File: src/rtl/pipe_pkg.sv
// Shared constants and types for the MIPS pipeline register-file slice.
package pipe_pkg;
  localparam int DATA_W = 32;
  localparam int ADDR_W = 5;
  localparam int CNT_W  = 2;

  localparam logic [4:0] REG_ZERO = 5'd0;

  typedef logic [ADDR_W-1:0] reg_addr_t;
  typedef logic [DATA_W-1:0] word_t;
endpackage

File: src/rtl/pipe_rf_scoreboard.sv
// Per-register pending-write counters, sticky over/underflow flag and RAW busy outputs.
// Optional debug counter tap under PIPE_REGFILE_DEBUG_PORT_EN.
module pipe_rf_scoreboard #(
  parameter int ADDR_W = pipe_pkg::ADDR_W,
  parameter int CNT_W  = pipe_pkg::CNT_W
) (
  input  logic              clk,
  input  logic              rst,
  input  logic              issue_ena,
  input  logic [ADDR_W-1:0] issue_waddr,
  input  logic              rf_wena,
  input  logic [ADDR_W-1:0] rf_waddr,
  input  logic              sb_clear,
  input  logic [ADDR_W-1:0] rs_raddr,
  input  logic [ADDR_W-1:0] rt_raddr,
  output logic              rs_busy,
  output logic              rt_busy,
  output logic              sb_overflow
`ifdef PIPE_REGFILE_DEBUG_PORT_EN
  ,
  input  logic [ADDR_W-1:0] dbg_raddr,
  output logic [CNT_W-1:0]  dbg_pending
`endif
);
  localparam int DEPTH = 2**ADDR_W;
  localparam logic [CNT_W-1:0] CNT_MAX = '1;

  logic [CNT_W-1:0] cnt [DEPTH];
  logic [DEPTH-1:0] inc, dec;
  logic [CNT_W-1:0] rs_left, rt_left;

  // One-hot issue/retire decode; $0 never participates.
  always_comb begin
    inc = '0;
    dec = '0;
    if (issue_ena && issue_waddr != '0) inc[issue_waddr] = 1'b1;
    if (rf_wena && rf_waddr != '0)      dec[rf_waddr]    = 1'b1;
  end

  always_ff @(posedge clk or posedge rst) begin
    if (rst) begin
      for (int r = 0; r < DEPTH; r++) cnt[r] <= '0;
      sb_overflow <= 1'b0;
    end else if (sb_clear) begin
      for (int r = 0; r < DEPTH; r++) cnt[r] <= '0;
    end else begin
      for (int r = 1; r < DEPTH; r++) begin
        if (inc[r] && !dec[r]) begin
          if (cnt[r] == CNT_MAX) sb_overflow <= 1'b1;
          else                   cnt[r] <= cnt[r] + 1'b1;
        end else if (dec[r] && !inc[r]) begin
          if (cnt[r] == '0) sb_overflow <= 1'b1;
          else              cnt[r] <= cnt[r] - 1'b1;
        end
      end
    end
  end

  // A single write retiring this cycle is covered by the read bypass.
  assign rs_left = cnt[rs_raddr] - CNT_W'(dec[rs_raddr]);
  assign rt_left = cnt[rt_raddr] - CNT_W'(dec[rt_raddr]);
  assign rs_busy = (rs_raddr != '0) && (rs_left != '0);
  assign rt_busy = (rt_raddr != '0) && (rt_left != '0);

`ifdef PIPE_REGFILE_DEBUG_PORT_EN
  assign dbg_pending = cnt[dbg_raddr];
`endif
endmodule

File: src/rtl/pipe_regfile.sv
// 32x32 MIPS register file with write-through read ports and pending-write scoreboard.
// Optional third read port and counter tap under PIPE_REGFILE_DEBUG_PORT_EN.
module pipe_regfile #(
  parameter int DATA_W = pipe_pkg::DATA_W,
  parameter int ADDR_W = pipe_pkg::ADDR_W,
  parameter int CNT_W  = pipe_pkg::CNT_W
) (
  input  logic              clk,
  input  logic              rst,
  input  logic              rf_wena,
  input  logic [ADDR_W-1:0] rf_waddr,
  input  logic [DATA_W-1:0] rf_wdata,
  input  logic [ADDR_W-1:0] rs_raddr,
  input  logic [ADDR_W-1:0] rt_raddr,
  output logic [DATA_W-1:0] rs_rdata,
  output logic [DATA_W-1:0] rt_rdata,
  input  logic              issue_ena,
  input  logic [ADDR_W-1:0] issue_waddr,
  input  logic              sb_clear,
  output logic              rs_busy,
  output logic              rt_busy,
  output logic              sb_overflow
`ifdef PIPE_REGFILE_DEBUG_PORT_EN
  ,
  input  logic [ADDR_W-1:0] dbg_raddr,
  output logic [DATA_W-1:0] dbg_rdata,
  output logic [CNT_W-1:0]  dbg_pending
`endif
);
  localparam int DEPTH = 2**ADDR_W;
  localparam logic [ADDR_W-1:0] ZERO = ADDR_W'(pipe_pkg::REG_ZERO);

  logic [DATA_W-1:0] regs [DEPTH];

  always_ff @(posedge clk or posedge rst) begin
    if (rst) begin
      for (int r = 0; r < DEPTH; r++) regs[r] <= '0;
    end else if (rf_wena && rf_waddr != ZERO) begin
      regs[rf_waddr] <= rf_wdata;
    end
  end

  // $0 is hardwired; a same-cycle WB write is forwarded to the reader.
  assign rs_rdata = (rs_raddr == ZERO)                    ? '0       :
                    (rf_wena && rf_waddr == rs_raddr)     ? rf_wdata : regs[rs_raddr];
  assign rt_rdata = (rt_raddr == ZERO)                    ? '0       :
                    (rf_wena && rf_waddr == rt_raddr)     ? rf_wdata : regs[rt_raddr];
`ifdef PIPE_REGFILE_DEBUG_PORT_EN
  assign dbg_rdata = (dbg_raddr == ZERO)                  ? '0       :
                     (rf_wena && rf_waddr == dbg_raddr)   ? rf_wdata : regs[dbg_raddr];
`endif

  pipe_rf_scoreboard #(.ADDR_W(ADDR_W), .CNT_W(CNT_W)) u_sb (
    .clk         (clk),
    .rst         (rst),
    .issue_ena   (issue_ena),
    .issue_waddr (issue_waddr),
    .rf_wena     (rf_wena),
    .rf_waddr    (rf_waddr),
    .sb_clear    (sb_clear),
    .rs_raddr    (rs_raddr),
    .rt_raddr    (rt_raddr),
    .rs_busy     (rs_busy),
    .rt_busy     (rt_busy),
    .sb_overflow (sb_overflow)
`ifdef PIPE_REGFILE_DEBUG_PORT_EN
    ,
    .dbg_raddr   (dbg_raddr),
    .dbg_pending (dbg_pending)
`endif
  );
endmodule

File: config.mk
export PLATFORM = sky130hd
export DESIGN_NAME = pipe_regfile
export DESIGN_NICKNAME = d
export VERILOG_FILES = /design/src/rtl/pipe_pkg.sv /design/src/rtl/pipe_rf_scoreboard.sv /design/src/rtl/pipe_regfile.sv
export SDC_FILE = /design/constraint.sdc
export NUM_CORES = 2
export LEC_CHECK = 0
export BUFFER_PORTS_ARGS = -buffer_cell sky130_fd_sc_hd__buf_2
export CAP_MARGIN = 20
export CORE_MARGIN = 2
export CORE_UTILIZATION = 50
export DETAILED_ROUTE_END_ITERATION = 8
export PLACE_DENSITY = 0.68
export SLEW_MARGIN = 0
export SYNTH_ARGS = -nofsm -noshare
export SYNTH_HDL_FRONTEND = slang
export SYNTH_SLANG_ARGS = --single-unit
File: constraint.sdc
create_clock -name clk -period 43.1 [get_ports clk]
set_input_delay 12.93 -clock clk [delete_from_list [all_inputs] [get_ports clk]]
set_output_delay 12.93 -clock clk [all_outputs]
set_load 0.005 [all_outputs]
==> results.md <==
* Distinct cells, synth at 61
* PD cells at 44.6 nW/µm²
* Fin worst setup slack at 12.44 ns
* Reg clk slew, reported paths at 0.06 ns
* Largest cells by area after synthesis: dfrtp_1 45%, mux4_2 24%, mux2_2 11%
* Placed cell areas at 62000 µm²
* Total negative setup slack at 0 ns
* Vias in the first global route at 43700
* Port bufs at 123
* Total Wirelength at 192000 µm
* WHS at 0.396 ns
* Least-Margin Pin Slew at 1.15 ns
* Crit path largest cell delay at 0.80 ns
* HPWL Detailed at 101000 µm
* Worst path top cell family by delay: buffers and inverters
* Die Y at 352 µm
* Yosys warnings at 0
* Top Usage Layer GRT: met2
* Worst setup EP type: primary output
* Grt met3 use at 6.32%
* Largest net degree at the start of global routing at 163
* Die area at 124000 µm²
* Via count at 43100
* Layout area overhead at 8.86%
* Syn nets at 5030
* Critical-path cell list: buf_8 -> buf_4 -> buf_4 -> buf_4 -> mux4_2 -> mux4_2 -> nor2_1 -> a21oi_1 -> nor2_1 -> nor3_1 -> buf_2
* Setup violators final at 0
* Synthesized flop and latch total at 1087
* Worst Path Max Fanout at 64
* Minimum clock period at 30.66 ns
* DIE WIDTH at 352 µm
* WL/cell at 29.5 µm
* Post_cts resized at 0
* CP Class: input port to primary output
* Worst hold path type: register to register
* Initial DRC Count at 5125
* VDD IR max at 0.0345 mV
* Crit-path slowest cell: buf_4
* GR Util met2 at 49.2%
* TritonRoute pass-1 iters at 6
* Antenna Nets Post-Route at 0
* Asr flop ratio synth at 100%
* Most used cell, CP: buf_4
* Final Skew at 0.00667 ns
* Max-slew headroom at 23.4%
* Hold Vio Cnt, Final at 0
* Vias/cell at 6.63
* Leakage at 29.8 nW
* IO Pins at 124
* Clock buffer depth at 3
* CP Buf/Inv Count at 5
* H-tree lvl count at 3
* CTS tree: yes
* Antenna violations before repair at 3
* # rows at 127
* Global Route Usage Sum at 31.1%
* CTS Sinks at 1087
* Post-Syn Area at 60600 µm²
* Core Region at 120000 µm²
* Design Area, Final at 66000 µm²
* Leading area contributor after synthesis: dfrtp_1
* Initial Util at 50.4%
* CP arrival at 17.73 ns
* Residual DRC count at 0
* First-pass GRT wire length at 288000 µm
* Share of the synthesized area in the top cell type at 44.9%
* Final period utilization at 71.1%
* Grt met1 use at 41.5%
* Worst skew pair latency at 0.70 ns
* Clk root buf: clkbuf_16
* Status: complete, no violations
* Total CTS buffers at 115
* RSZ-0062 raised after global routing: false
* Ratio of cells with drive above 1 in the final layout at 34.9%
* Post-synth EDFFs at 0
* Post-cts hold buffer count at 0
* NumNets Final at 4850
* Required time of the critical path at 30.17 ns
* Most used DFF post-synth: dfrtp_1
* Place WS at 12.27 ns
* Congestion Overflow GR at 0
* Syn_area_per_cell at 12.2 µm²
* Post-Synthesis Cells at 4973
* CP Launch Type: input port
* Final GP Congestion at 0.908
* Post-CTS setup buffer count at 0
* Slew Limit Fails at 0
* Upper clock frequency limit at 32.6 MHz
* Max_cap viols at 0
* Post-synthesis sequential area ratio at 44.9%
final cells by class:
type,count,area [µm²]
tap,1612,2020
multi-input combinational,3381,31500
timing repair buffer,199,1310
sequential,1087,27200
fill,9978,54200
antenna,2,5.00
inverter,9,37.5
clock inverter,47,455
clock buffer,168,3450
metrics by stage:
step	utilization (%)	instances	total power [W]
after floorplan	-	4973	0.00177
after global routing	54.9	6503	0.00306
after CTS	54.9	6502	0.00295
after global placement	51.6	6287	0.00190
final	54.9	6505	0.00294
after detailed placement	51.6	6287	0.00193
report_power, final:
group          total [W]  internal (W)  switching [W]
registers        0.00134       0.00120       0.000135
clock network    0.00102      0.000590       0.000434
logic           0.000585      0.000342       0.000243
total            0.00294       0.00213       0.000812
synth_stat cells, drive strengths merged (6+ instances only):
cell type and instances:
mux2 598, nor2b 22, nand4 26, clkbuf 316
nand2 1318, buf 180, or4 10, nor3 41
nand2b 6, mux4 647, nor2 208, a211oi 74
a31oi 9, inv 9, o21ai 79, a21o 7
mux2i 79, and2 17, nor4 13, xnor2 10
dfrtp 1087, nand3 13, nand3b 10, a21oi 120
layout by cell type, fill, tap and decap left out, drive strengths merged, types with 10 or more instances in the layout:
cell	netlist	final
o21ai	79	79
and2	17	17
nand3	13	13
nor2	208	208
a211oi	74	74
a21oi	120	120
nand4	26	26
nand2	1318	1318
clkbuf	316	168
mux4	647	647
inv	9	13
nor4	13	13
buf	180	199
xnor2	10	10
nor2b	22	22
clkinv	0	33
dfrtp	1087	1087
mux2	598	598
nor3	41	41
or4	10	10
mux2i	79	79
nand3b	10	10
metal layers:
| layer | vias to the layer above | wire length, µm |
|---|---|---|
| met5 | - | 14 |
| met4 | 2 | 9770 |
| met3 | 495 | 18000 |
| met2 | 2312 | 90700 |
| met1 | 22600 | 73500 |
| li1 | 17700 | - |
final timing paths:
path	slack (ns)	depth (start not counted)	from	endpoint
worst max-delay path	12.44	11	rs_raddr[0]	rs_rdata[17]
worst min-delay path	0.40	0	regs[1006]$_DFFE_PP0P_	regs[1006]$_DFFE_PP0P_
worst max register to register	41.08	5	u_sb.cnt[54]$_DFFE_PP0P_	u_sb.sb_overflow$_DFFE_PP0N_
worst min register to register	0.40	0	regs[1006]$_DFFE_PP0P_	regs[1006]$_DFFE_PP0P_
max in group asynchronous	26.66	7	rst	regs[260]$_DFFE_PP0P_
min in group asynchronous	12.49	3	rst	regs[473]$_DFFE_PP0P_
flip-flops by register name (all words and copies together), names as in the netlist:
| register | cells |
|---|---|
| u_sb.sb_overflow | 1 |
| u_sb.cnt | 62 |
| regs | 1024 |
cell families after synthesis:
kind of cell | Yosys count | share of synthesized area (%)
multiplexers | 1324 | 36.5
AND/OR/NAND/NOR | 1717 | 11.5
buffers and inverters | 505 | 3.64
XOR/XNOR | 14 | 0.202
AO/OA/AOI/OAI | 326 | 3.26
flip-flops | 1087 | 44.9
(Power assumes the default switching activity.)
